===== config.mk =====
export PLATFORM = sky130hd
export DESIGN_NAME = video_sync_decoder
export DESIGN_NICKNAME = d
export VERILOG_FILES = /design/src/rtl/video_sync_decoder.sv
export SDC_FILE = /design/constraint.sdc
export NUM_CORES = 1
export LEC_CHECK = 0
export CORE_ASPECT_RATIO = 0.6
export CORE_UTILIZATION = 51
export CTS_BUF_LIST = sky130_fd_sc_hd__clkbuf_8 sky130_fd_sc_hd__clkbuf_16
export DETAILED_ROUTE_END_ITERATION = 12
export GPL_ROUTABILITY_DRIVEN = 0
export PLACE_DENSITY = 0.77
export SYNTH_ARGS = -nofsm -noshare
export SYNTH_HDL_FRONTEND = slang
export SYNTH_SLANG_ARGS = --single-unit

===== constraint.sdc =====
create_clock -name clk -period 2.4 [get_ports clk]
set_clock_uncertainty 0.05 [all_clocks]
set_input_delay 0.36 -clock clk [delete_from_list [all_inputs] [get_ports clk]]
set_output_delay 0.36 -clock clk [all_outputs]
set_load 0.01 [all_outputs]

===== src/rtl/video_sync_decoder.sv =====
// Recovers pixel coordinates from external hsync/vsync/active timing, measures
// line/frame geometry, and runs a lock FSM that flags timing faults.
module video_sync_decoder #(
  parameter int H_ACTIVE    = 800,
  parameter int H_TOTAL     = 1056,
  parameter int V_ACTIVE    = 600,
  parameter int V_TOTAL     = 628,
  parameter int LOCK_FRAMES = 2
) (
  input  logic        clk,
  input  logic        rst_n,
  input  logic        hsync,
  input  logic        vsync,
  input  logic        active,
  output logic [9:0]  pixel_x,
  output logic [9:0]  pixel_y,
  output logic        pixel_valid,
  output logic        line_start,
  output logic        frame_start,
  output logic [10:0] h_total_meas,
  output logic [9:0]  v_total_meas,
  output logic        locked,
  output logic        timing_err
);

  // state   | meaning
  // SEARCH  | waiting for a vsync fall to start measuring; faults ignored
  // MEASURE | counting consecutive good frames toward lock
  // LOCKED  | timing matches parameters; checks continue every line/frame
  typedef enum logic [1:0] {SEARCH, MEASURE, LOCKED} state_t;

  state_t      state, state_next;
  logic        hs_s1, hs_s2, vs_s1, vs_s2, act_s1, act_s2;
  logic [10:0] h_cnt;
  logic [9:0]  line_cnt;
  logic        first_line;
  logic        skip_h, skip_next;
  logic [7:0]  good_frames, gf_next;
  logic        err_next;

  logic        hs_fall, vs_fall, act_rise, act_fall;
  logic [10:0] h_period;
  logic [9:0]  line_cnt_inc, lines_in_frame;
  logic        h_fault, sat_fault, x_fault, y_fault, v_fault, fault, frame_ok;

  assign hs_fall  = hs_s2 & ~hs_s1;
  assign vs_fall  = vs_s2 & ~vs_s1;
  assign act_rise = act_s1 & ~act_s2;
  assign act_fall = ~act_s1 & act_s2;

  assign h_period       = (h_cnt == 11'h7FF) ? h_cnt : h_cnt + 11'd1;
  assign line_cnt_inc   = (line_cnt == 10'h3FF) ? line_cnt : line_cnt + 10'd1;
  // a line ending on the same clock as the frame still belongs to that frame
  assign lines_in_frame = hs_fall ? line_cnt_inc : line_cnt;

  assign h_fault   = hs_fall && !skip_h && (h_period != 11'(H_TOTAL));
  assign sat_fault = !hs_fall && (h_cnt == 11'h7FE);
  assign x_fault   = act_fall && (pixel_x != 10'(H_ACTIVE - 1));
  assign y_fault   = act_rise && !first_line &&
                     (({1'b0, pixel_y} + 11'd1) >= 11'(V_ACTIVE));
  assign v_fault   = vs_fall && (lines_in_frame != 10'(V_TOTAL));
  assign fault     = h_fault | sat_fault | x_fault | y_fault | v_fault;
  assign frame_ok  = vs_fall && !v_fault;

  always_comb begin
    state_next = state;
    gf_next    = good_frames;
    skip_next  = hs_fall ? 1'b0 : skip_h;
    err_next   = 1'b0;
    case (state)
      SEARCH: begin
        if (vs_fall) begin
          state_next = MEASURE;
          gf_next    = 8'd0;
          skip_next  = 1'b1;
        end
      end
      MEASURE: begin
        if (fault) begin
          state_next = SEARCH;
          gf_next    = 8'd0;
          err_next   = 1'b1;
        end else if (frame_ok) begin
          gf_next = good_frames + 8'd1;
          if (gf_next >= 8'(LOCK_FRAMES)) state_next = LOCKED;
        end
      end
      LOCKED: begin
        if (fault) begin
          state_next = SEARCH;
          gf_next    = 8'd0;
          err_next   = 1'b1;
        end
      end
      default: state_next = SEARCH;
    endcase
  end

  assign locked = (state == LOCKED);

  always_ff @(posedge clk or negedge rst_n) begin
    if (!rst_n) begin
      state        <= SEARCH;
      good_frames  <= 8'd0;
      skip_h       <= 1'b0;
      timing_err   <= 1'b0;
      hs_s1        <= 1'b1;
      hs_s2        <= 1'b1;
      vs_s1        <= 1'b1;
      vs_s2        <= 1'b1;
      act_s1       <= 1'b0;
      act_s2       <= 1'b0;
      h_cnt        <= 11'd0;
      line_cnt     <= 10'd0;
      first_line   <= 1'b0;
      h_total_meas <= 11'd0;
      v_total_meas <= 10'd0;
      pixel_x      <= 10'd0;
      pixel_y      <= 10'd0;
      pixel_valid  <= 1'b0;
      line_start   <= 1'b0;
      frame_start  <= 1'b0;
    end else begin
      state       <= state_next;
      good_frames <= gf_next;
      skip_h      <= skip_next;
      timing_err  <= err_next;
      hs_s1       <= hsync;
      hs_s2       <= hs_s1;
      vs_s1       <= vsync;
      vs_s2       <= vs_s1;
      act_s1      <= active;
      act_s2      <= act_s1;

      if (hs_fall) begin
        h_cnt        <= 11'd0;
        h_total_meas <= h_period;
      end else if (h_cnt != 11'h7FF) begin
        h_cnt <= h_cnt + 11'd1;
      end

      if (vs_fall) begin
        line_cnt     <= 10'd0;
        v_total_meas <= lines_in_frame;
      end else if (hs_fall) begin
        line_cnt <= line_cnt_inc;
      end

      if (vs_fall) first_line <= 1'b1;
      else if (act_rise) first_line <= 1'b0;

      if (act_rise) begin
        pixel_x <= 10'd0;
        pixel_y <= first_line ? 10'd0 : pixel_y + 10'd1;
      end else if (act_s1 && act_s2) begin
        pixel_x <= pixel_x + 10'd1;
      end

      pixel_valid <= act_s1;
      line_start  <= act_rise;
      frame_start <= act_rise & first_line;
    end
  end

endmodule


# Yosys cells after proc, flatten, opt, wreduce, memory -nomap -nowiden
# Cells that the tools add are included.
# classes
reduce_logical	21
n_bitwise	13
magnitude_cmp	2
div	0
shift	0
eq_ne	13
addsub	6
mux	27
mul	0
# op_table
cell	count
10-bit 2-to-1 mux	6
11-bit 2-to-1 mux	3
8-bit 2-to-1 mux	4
10-bit by 1-bit adder with 10-bit output (second input constant)	3
8-bit case mux with 3 select lines	1
11-bit equality test (second input constant)	2
11-bit != test (second input constant)	2
10-bit != test (second input constant)	2
10-bit by 1-bit adder with 11-bit output (second input constant)	1
11-bit by 1-bit adder with 11-bit output (second input constant)	1
11-bit by 10-bit greater-or-equal comparator with 1-bit output (second input constant)	1
10-bit equality test (second input constant)	1
2-bit 2-to-1 mux	5
1-bit logical AND	9
8-bit by 1-bit adder with 8-bit output (second input constant)	1
8-bit by 2-bit greater-or-equal comparator with 1-bit output (second input constant)	1
4-bit AND reduction	2
1-bit 2-to-1 mux	7
3-bit != test (second input constant)	2
2-bit case mux with 3 select lines	1
2-bit nonzero test	3
1-bit AND	5
1-bit zero test	4
1-bit inverter	4
8 further kinds	11
# word_totals
rom_bits	0
ramBits	0
n_memories	0
regBits	83
output_inout_bits	46
latch_bits	0
inputBits	5
wordCells	101

# Logic depth before layout (Yosys ltp)
# Gate-level depths: netlist (run 1).
# logic_depth
word_depth	10
mapped_depth	10
depth_no_buf	10

# Worst setup path after synthesis (run 1)
# OpenSTA, ideal clock, no wires.
# synth_path
path_kind	flip-flop to flip-flop
from	reg pixel_x[0]
to	reg good_frames[1]
path_stages_with_launch	10
t_arrival_ns	2.530
period_less_slack_ns	2.708
n_path_buf	0
t_required_ns	2.221
path_slack_ns	-0.308
setup_ns	0.129
cell_sequence	dfrtp_1 > ha_1 > nand4bb_1 > o311a_1 > a211o_1 > nor4b_4 > a21oi_2 > o41ai_4 > or2_1 > o31ai_1
# synth_via
elab_chain_len	7
word_cells_on_any_way	10
cone_classes	eq/ne (3); mux (2); bitwise (3); reduce/logical (2)
# synth_lines
element	line_no	rtl
start: declaration	15	output logic [9:0] pixel_x,
start signal: assignment	156	pixel_x <= pixel_x + 10'd1;
10-bit != test (*)	58	assign x_fault = act_fall && (pixel_x != 10'(H_ACTIVE - 1));
1-bit logical AND (*)	58	
1-bit bitwise OR (*) (3 in a row)	62	assign fault = h_fault | sat_fault | x_fault | y_fault | v_fault;
3-bit != test (no source line) (tied with other cells)	n/a	
4-bit AND reduction (no source line) / 8-bit case mux with 3 select lines (equally long branches)	n/a	
end signal: assignment	125	good_frames <= gf_next;
end: declaration	38	logic [7:0] good_frames, gf_next;
# Mark *: on every way between the ends. The rest lies on a longest branch, timed or not.
# A chain may end at the register's enable or synchronous reset.

# Worst setup path after layout (run 1)
# layout_path
from	reg line_cnt[1]
to	reg state[0]
# layout_via
elab_chain_len	9
word_cells_on_any_way	15
cone_classes	add/sub (1); eq/ne (5); mux (4); bitwise (1); reduce/logical (4)
# layout_lines
element	line_no	rtl
start: declaration	35	logic [9:0] line_cnt;
start signal: assignment	146	line_cnt <= line_cnt_inc;
10-bit by 1-bit adder with 10-bit output / 10-bit equality test (equally long branches)	52	assign line_cnt_inc = (line_cnt == 10'h3FF) ? line_cnt : line_cnt + 10'd1;
10-bit 2-to-1 mux	52	
10-bit 2-to-1 mux (*)	n/a	
10-bit != test (*)	61	assign v_fault = vs_fall && (lines_in_frame != 10'(V_TOTAL));
1-bit logical AND (*)	61	
1-bit zero test	63	assign frame_ok = vs_fall && !v_fault;
1-bit logical AND	63	
3-bit != test (no source line)	n/a	
4-bit AND reduction (no source line)	n/a	
end signal: assignment	124	state <= state_next;
end: declaration	32	state_t state, state_next;
# Marked as above.

==> key figures, run 1 <==
Worst setup path
  • CP Class: reg -> reg
  • CP Data Required Time: between 2 and 3 ns
  • Worst Setup End Kind: flip-flop
  • Startpoint Class: flip-flop
  • Crit path DAT: 2.91 ns
  • Crit path max fanout: 5

Outcome
  • Failing checks: setup timing
  • Status: complete, but fails checks

Floorplanning
  • Core Footprint: approximately 8100 sq um
  • Initial core utilization: 54.4%
  • # rows: 25
  • Die H: ~74 um
  • Die Wd: roughly 120 um
  • IO Pins: 51
  • Full die area: 9060 sq um

Timing
  • Final min period: 2.73 ns
  • Worst rel slew slack: between 60% and 70%
  • Achievable clock frequency: 366 MHz
  • RSZ-0062 raised after global routing: true
  • Final Max Tran Viols: 0
  • Tcrit/Tclk final: 114%
  • Endpoints failing hold: 0
  • Finish-stage setup viols: 11
  • Sum Neg Setup Slack: -2.35 ns
  • Worst-Margin Slew: between 0.4 and 0.5 ns
  • Setup WS post-layout: -0.332 ns

Detailed routing
  • Iter 0 DRT Violations: 356
  • Drt total wl: roughly 13000 um
  • DR vias/cell: 5.90
  • Final ANT Viol Nets: 0
  • Drt wl/cell: 18.1 um
  • Vias: 4293
  • Pre-antenna DRT Iters: 5
  • Residual DRC: 0

Layout
  • Final #Nets: 632
  • Area occupied by multi-input gates: approximately 2500 sq um
  • FF/Latch Area: 2090 sq um
  • Fillers: ~500
  • Layout area overhead: 45.0%
  • Antenna cells: 0
  • Share of cells above drive strength 1: between 20 and 30%
  • Fin cells: 728

Global routing
  • Largest net degree at the start of global routing: 45
  • Total grt overflow: 0
  • Vias in the first global route: 4143
  • Antenna violations before repair: 0
  • First-pass GRT wire length: 20900 um
  • Total track usage: between 30% and 40%

Clock tree
  • CTS tree: built
  • H-tree depth: 3
  • CTS Root Cell: clkbuf_16
  • Max Root-Sink Buffers: 2
  • Clock-pin slew on the worst setup and hold paths: ~0.060 ns
  • Num CTS Buffers: 9
  • Worst skew pair latency: 0.35 ns
  • Clock sinks: 83

Yosys
  • Syn Inst Count: 473
  • Synth warnings: 0
  • Ys flop type: dfrtp_1
  • Syn avg cell area: 9.35 sq um
  • Synthesized flop and latch total: 83
  • EDFF count, synth: 0
  • Post-synthesis cell area: 4420 sq um
  • FFs w/ async S/R, synth: 100%
  • Unique masters post-synth: 68
  • Register area share after synthesis: 47.1%
  • Total nets after synthesis: 490

Power
  • Pwr dens: 732 nW/um^2
  • VDD IR max: between 0.4 and 0.5 mV
  • Static leakage: roughly 0.0028 uW

Placement
  • Port Buffers: 50
  • DP HPWL: 8520 um
  • Placed cells: ~700

Worst hold path
  • Hold crit path type: reg -> reg

Job
  • Max cap viols: 0
==> metrics by stage <==
stage	power, uW	cell area [sq um]	util (%)	hold slack (ns)	worst slack, ns
2_1_floorplan	2350	4480	-	0.0144	-0.0970
5_1_grt	4880	6410	78.8	0.329	-0.352
4_1_cts	4550	6250	76.9	0.324	-0.207
3_5_place_dp	2960	5710	70.2	0.247	-0.293
3_3_place_gp	2890	5710	70.2	0.241	-0.145
6_report	4690	6410	78.8	0.326	-0.332
==> where the power goes <==
group	internal [uW]	total, uW	leakage [uW]	switching (uW)
Combinational	684	1420	0.00156	737
Clock	942	1550	0.000160	606
Sequential	1560	1720	0.00110	160
Total	3190	4690	0.00281	1500
==> synth_stat cells, drive strengths merged, types with 2 or more instances <==
| cell | n | area share (%) |
|---|---|---|
| dfrtp | 79 | 45 |
| nand2 | 57 | 4.8 |
| nor2 | 45 | 3.8 |
| o21ai | 44 | 5.0 |
| nand3 | 27 | 3.1 |
| a21oi | 19 | 2.2 |
| inv | 17 | 1.4 |
| clkbuf | 14 | 1.2 |
| ha | 12 | 3.4 |
| mux2i | 10 | 2.3 |
| nor3 | 10 | 1.4 |
| and3 | 8 | 1.1 |
| buf | 8 | 0.85 |
| a211oi | 7 | 1.2 |
| a31oi | 7 | 1.1 |
| and4 | 7 | 1.4 |
| nand4 | 7 | 1.1 |
| nor2b | 7 | 0.99 |
| xnor2 | 7 | 1.4 |
| xor2 | 7 | 1.4 |
| nand2b | 6 | 0.85 |
| and2 | 5 | 0.71 |
| nor4 | 5 | 1.0 |
| a21o | 4 | 0.68 |
| dfstp | 4 | 2.4 |
| a22o | 3 | 0.59 |
| a311oi | 3 | 0.74 |
| nor4b | 3 | 0.93 |
| o2bb2ai | 3 | 0.59 |
| or3 | 3 | 0.42 |
| a31o | 2 | 0.40 |
| mux2 | 2 | 0.51 |
| nand3b | 2 | 0.34 |
| nand4b | 2 | 0.40 |
| o31ai | 2 | 0.34 |
| o41ai | 2 | 0.82 |
| or2 | 2 | 0.28 |
| or4 | 2 | 0.34 |
==> cell type report <==
type                       instances  area share [%]
sequential                        83            32.6
multi-input combinational        350            38.7
clock inverter                     6            1.39
inverter                          18            1.05
clock buffer                      10            3.73
timing repair buffer             153            20.4
tap                              108            2.11
==> worst max-delay path, cell delays in order, from the launching register on <==
cell	delay (ns)
dfrtp_2	0.44
ha_4	0.18
and3_4	0.21
buf_4	0.15
a31oi_4	0.18
a22oi_2	0.12
a211oi_4	0.27
a31oi_4	0.13
buf_6	0.15
nor3_4	0.27
a21oi_1	0.12
mux2_1	0.34
==> per-layer routing <==
| metal | vias to the layer above | global-route usage (%) | share of wire (%) |
|---|---|---|---|
| met5 | - | 0 | 0 |
| met4 | 0 | 10.6 | 2.3 |
| met3 | 34 | 6.90 | 5.9 |
| met2 | 174 | 49.3 | 47 |
| met1 | 2109 | 40.7 | 45 |
| li1 | 1976 | - | - |
==> worst paths after layout <==
path                                  startpoint                     endpoint  slack (ns)  cells after the start
setup / recovery           line_cnt[1]$_DFF_PN0_         state[0]$_DFFE_PN0P_       -0.33                     11
hold / removal                   vs_s1$_DFF_PN1_              vs_s2$_DFF_PN1_        0.33                      0
setup reg to reg           line_cnt[1]$_DFF_PN0_         state[0]$_DFFE_PN0P_       -0.33                     11
hold reg to reg                  vs_s1$_DFF_PN1_              vs_s2$_DFF_PN1_        0.33                      0
max in group asynchronous                  rst_n       pixel_y[0]$_DFFE_PN0P_        1.31                      3
min in group asynchronous                  rst_n  v_total_meas[4]$_DFFE_PN0P_        0.42                      2
==> registers in the layout, indices dropped and copies added (netlist names) <==
name	cells
act_s1	1
act_s2	1
first_line	1
frame_start	1
good_frames	8
h_cnt	11
h_total_meas	11
hs_s1	1
hs_s2	1
line_cnt	10
line_start	1
pixel_x	10
pixel_y	10
skip_h	1
state	2
timing_err	1
v_total_meas	10
vs_s1	1
vs_s2	1
==> cells in the final DEF (no fill, tap or decap), drive strengths merged, types with 8 or more instances in the layout <==
cell           instances
and3                   8
buf                  103
clkdlybuf4s50         49
nor2                  45
inv                   19
a21oi                 19
clkbuf                10
nand3                 27
nor3                  10
ha                    12
dfrtp                 79
nand2                 57
mux2i                 10
o21ai                 44
==> cells by family (layout without fill, tap and decap cells) <==
group / Yosys count / after routing / share of synthesized area [%]
AOI/OAI and AO/OA: 110 / 110 / 16.4
xor gates and xnor gates: 14 / 14 / 2.77
adders and majority gates: 12 / 12 / 3.40
buffers and inverters: 40 / 187 / 3.57
DFF: 83 / 83 / 47.1
muxes: 12 / 12 / 2.77
and+or+nand+nor: 202 / 202 / 24.0
==> repair_timing <==
| action | 4_1_cts | 5_1_grt |
|---|---|---|
| resized for setup | 40 | 22 |
| setup endpoints to repair | 11 | 11 |
| endpoints found under the hold margin | 21 | 0 |
| hold buffers | 1 | 0 |
| buffers inserted | 5 | 8 |
| pin swaps | 18 | 13 |
(Power assumes the default switching activity.)
==> run 2: changes to the inputs <==
--- a/config.mk
+++ b/config.mk
@@ -5,6 +5,8 @@
 export SDC_FILE = /design/constraint.sdc
 export NUM_CORES = 1
 export LEC_CHECK = 0
+export ABC_CLOCK_PERIOD_IN_PS = 2400
+export CAP_MARGIN = 15
 export CORE_ASPECT_RATIO = 0.6
 export CORE_UTILIZATION = 51
 export CTS_BUF_LIST = sky130_fd_sc_hd__clkbuf_8 sky130_fd_sc_hd__clkbuf_16
==> results of run 2 <==
The final DEF is identical to that of run 1; final timing and power are the same.
==> run 3: changes to the inputs <==
==> config.mk (replaced) <==
export PLATFORM = sky130hd
export DESIGN_NAME = video_sync_decoder
export DESIGN_NICKNAME = d
export VERILOG_FILES = /design/src/rtl/video_sync_decoder.sv
export SDC_FILE = /design/constraint.sdc
export NUM_CORES = 1
export LEC_CHECK = 0
export ABC_CLOCK_PERIOD_IN_PS = 3100
export CAP_MARGIN = 15
export CORE_ASPECT_RATIO = 0.6
export CORE_UTILIZATION = 56
export CTS_BUF_LIST = sky130_fd_sc_hd__clkbuf_8 sky130_fd_sc_hd__clkbuf_16
export DETAILED_ROUTE_END_ITERATION = 12
export GPL_ROUTABILITY_DRIVEN = 0
export PLACE_DENSITY = 0.8
export SYNTH_ARGS = -nofsm -noshare
export SYNTH_HDL_FRONTEND = slang
export SYNTH_SLANG_ARGS = --single-unit
==> constraint.sdc (replaced) <==
create_clock -name clk -period 3.1 [get_ports clk]
set_clock_uncertainty 0.05 [all_clocks]
set_input_delay 0.465 -clock clk [delete_from_list [all_inputs] [get_ports clk]]
set_output_delay 0.465 -clock clk [all_outputs]
set_load 0.01 [all_outputs]
==> key figures, run 3 (synthesis gave the netlist of run 1 again) <==
Placement
  • Port Buffers: 50 (unchanged)
  • DP HPWL: 7360 um (-14%)

Worst setup path
  • Worst R2R Setup Slack: 0.21 ns (+0.55 ns)
  • FF-to-FF path depth: 9 (-2)
  • Worst reg2reg path startpoint: pixel_x[0]$_DFFE_PN0P_
  • Crit path DAT: 3.06 ns (+0.15 ns)
  • CP Class: reg -> reg
  • Worst setup path startpoint: pixel_x[0]$_DFFE_PN0P_
  • Startpoint Class: flip-flop
  • Crit path max fanout: 6 (+1)
  • Capturing point of the worst reg2reg path: state[0]$_DFFE_PN0P_
  • Setup crit end: state[0]$_DFFE_PN0P_
  • Worst Setup End Kind: flip-flop
  • CP Data Required Time: 3.27 ns (+0.69 ns)

Detailed routing
  • Residual DRC: 0 (unchanged)
  • Drt total wl: 10700 um (-19%)
  • Pre-antenna DRT Iters: 6 (+1)
  • Final ANT Viol Nets: 0 (unchanged)
  • Vias: 3857 (-10%)
  • Drt wl/cell: 16.9 um (-6.5%)
  • Iter 0 DRT Violations: 328 (-7.9%)
  • DR vias/cell: 6.10 (+3.5%)

Global routing
  • Total grt overflow: 0 (unchanged)
  • First-pass GRT wire length: 17800 um (-15%)
  • Total track usage: 28.0% (-2.4 points)
  • Vias in the first global route: 3529 (-15%)
  • Antenna violations before repair: 0 (unchanged)
  • Largest net degree at the start of global routing: 84 (+87%)

Floorplanning
  • Full die area: 8270 sq um (-8.7%)
  • Die H: 70.8 um (-4.4%)
  • Core Footprint: 7450 sq um (-8.4%)
  • IO Pins: 51 (unchanged)
  • Die Wd: 117 um (-4.5%)
  • Initial core utilization: 59.4% (+5.0 points)
  • # rows: 24 (-4.0%)

Timing
  • Final Max Tran Viols: 0 (unchanged)
  • Finish-stage setup viols: 0 (-11)
  • Worst-Margin Slew: 1.03 ns (+0.579 ns)
  • Worst rel slew slack: 31.3% (-39 points)
  • Final min period: 2.89 ns (+0.155 ns)
  • Tcrit/Tclk final: 93.1% (-21 points)
  • Achievable clock frequency: 346 MHz (-5.4%)
  • Sum Neg Setup Slack: 0 ns (+2.35 ns)
  • RSZ-0062 raised after global routing: false
  • Endpoints failing hold: 0 (unchanged)

Clock tree
  • Max Root-Sink Buffers: 2 (unchanged)
  • CTS Root Cell: clkbuf_16
  • Worst skew pair latency: 0.34 ns (about the same)
  • Clock sinks: 83 (unchanged)
  • Num CTS Buffers: 9 (unchanged)
  • H-tree depth: 3 (unchanged)
  • CTS tree: built
  • Clock-pin slew on the worst setup and hold paths: 0.06 ns (about the same)

Power
  • Pwr Total: 3280 uW (-30%)
  • Static leakage: 0.00230 uW (-18%)
  • VDD IR max: 0.570 mV (+22%)
  • Pwr dens: 611 nW/um^2 (-17%)

Layout
  • Fillers: 585 (+18%)
  • Share of cells above drive strength 1: 9.09% (-20 points)
  • Largest regs: h_cnt (11), h_total_meas (11)
  • Layout area overhead: 21.6%
  • Antenna cells: 0 (unchanged)
  • Final #Nets: 540 (-15%)
  • Commonest non-fill, non-tap cells in the layout: 79 x dfrtp_1, 57 x nand2_1, 49 x clkdlybuf4s50_1, 45 x nor2_1, 44 x o21ai_0
  • Commonest non-fill, non-tap cell in the layout: dfrtp_1

Worst hold path
  • Hold crit path type: in -> async

Job
  • Max cap viols: 0 (unchanged)

Outcome
  • Status: finished, final reports clean
## run 3: changes by cell type in the layout (fill, tap and decap cells not counted), sizes merged
| cell | before | now |
|---|---|---|
| buf | 103 | 12 |
| dlygate4sd3 | 1 | 0 |
| clkinv | 2 | 3 |
| inv | 19 | 17 |
| clkinvlp | 1 | 2 |
## run 3: where the power goes
part	switching, uW	leakage (uW)	internal (uW)
Sequential	171	0.00111	1210
Combinational	402	0.00104	343
Clock	434	0.000155	727
## run 3: layout make-up
type / instances / area [sq um] / share of cell area, %
timing repair buffer: 61 / 581 / 10.8
multi-input combinational: 350 / 2190 / 40.7
inverter: 18 / 67.6 / 1.26
clock inverter: 6 / 88.8 / 1.65
sequential: 83 / 2080 / 38.7
tap: 104 / 130 / 2.42
clock buffer: 10 / 239 / 4.45
## run 3: routing by layer
layer	track usage, %	vias up	routed length (um)
met5	0	-	0
met4	6.47	0	91
met3	7.11	14	876
met2	41.3	160	4770
met1	41.6	1890	4970
li1	-	1793	-
## run 3: repair_timing
action / 4_1_cts / 5_1_grt
setup endpoints to repair: 0 / 5
hold buffers: 0 / 0
setup buffers: 0 / 2
gates resized for setup: 0 / 1
## run 3: worst min path at each step
stage | start | end | cells after the start
3_5_place_dp | vs_s1$_DFF_PN1_ | vs_s2$_DFF_PN1_ | 0
4_1_cts | rst_n | pixel_y[0]$_DFFE_PN0P_ | 1
5_1_grt | vs_s1$_DFF_PN1_ | vs_s2$_DFF_PN1_ | 0
3_3_place_gp | vs_s1$_DFF_PN1_ | vs_s2$_DFF_PN1_ | 0
6_report | rst_n | pixel_y[0]$_DFFE_PN0P_ | 1
2_1_floorplan | rst_n | act_s1$_DFF_PN0_ | 0
## run 3: critical path, stage by stage (launching register included)
cell	delay (ns)
dfrtp_1	0.40
ha_1	0.27
nand4bb_1	0.12
o311a_1	0.35
a211o_1	0.33
nor4b_4	0.33
a21oi_2	0.16
nor3_2	0.31
a21oi_1	0.12
mux2_1	0.32
## run 3: stage by stage
step | hold slack [ns] | utilization (%) | instance area, sq um | worst slack (ns) | std cells
final | 0.257 | 72.2 | 5380 | 0.213 | 632
after floorplan | 0.119 | - | 4420 | 0.392 | 473
after global placement | 0.310 | 67.5 | 5030 | 0.294 | 614
after detailed placement | 0.318 | 67.5 | 5030 | 0.207 | 614
after CTS | 0.295 | 71.9 | 5360 | 0.177 | 630
after global routing | 0.325 | 72.2 | 5380 | 0.00596 | 632
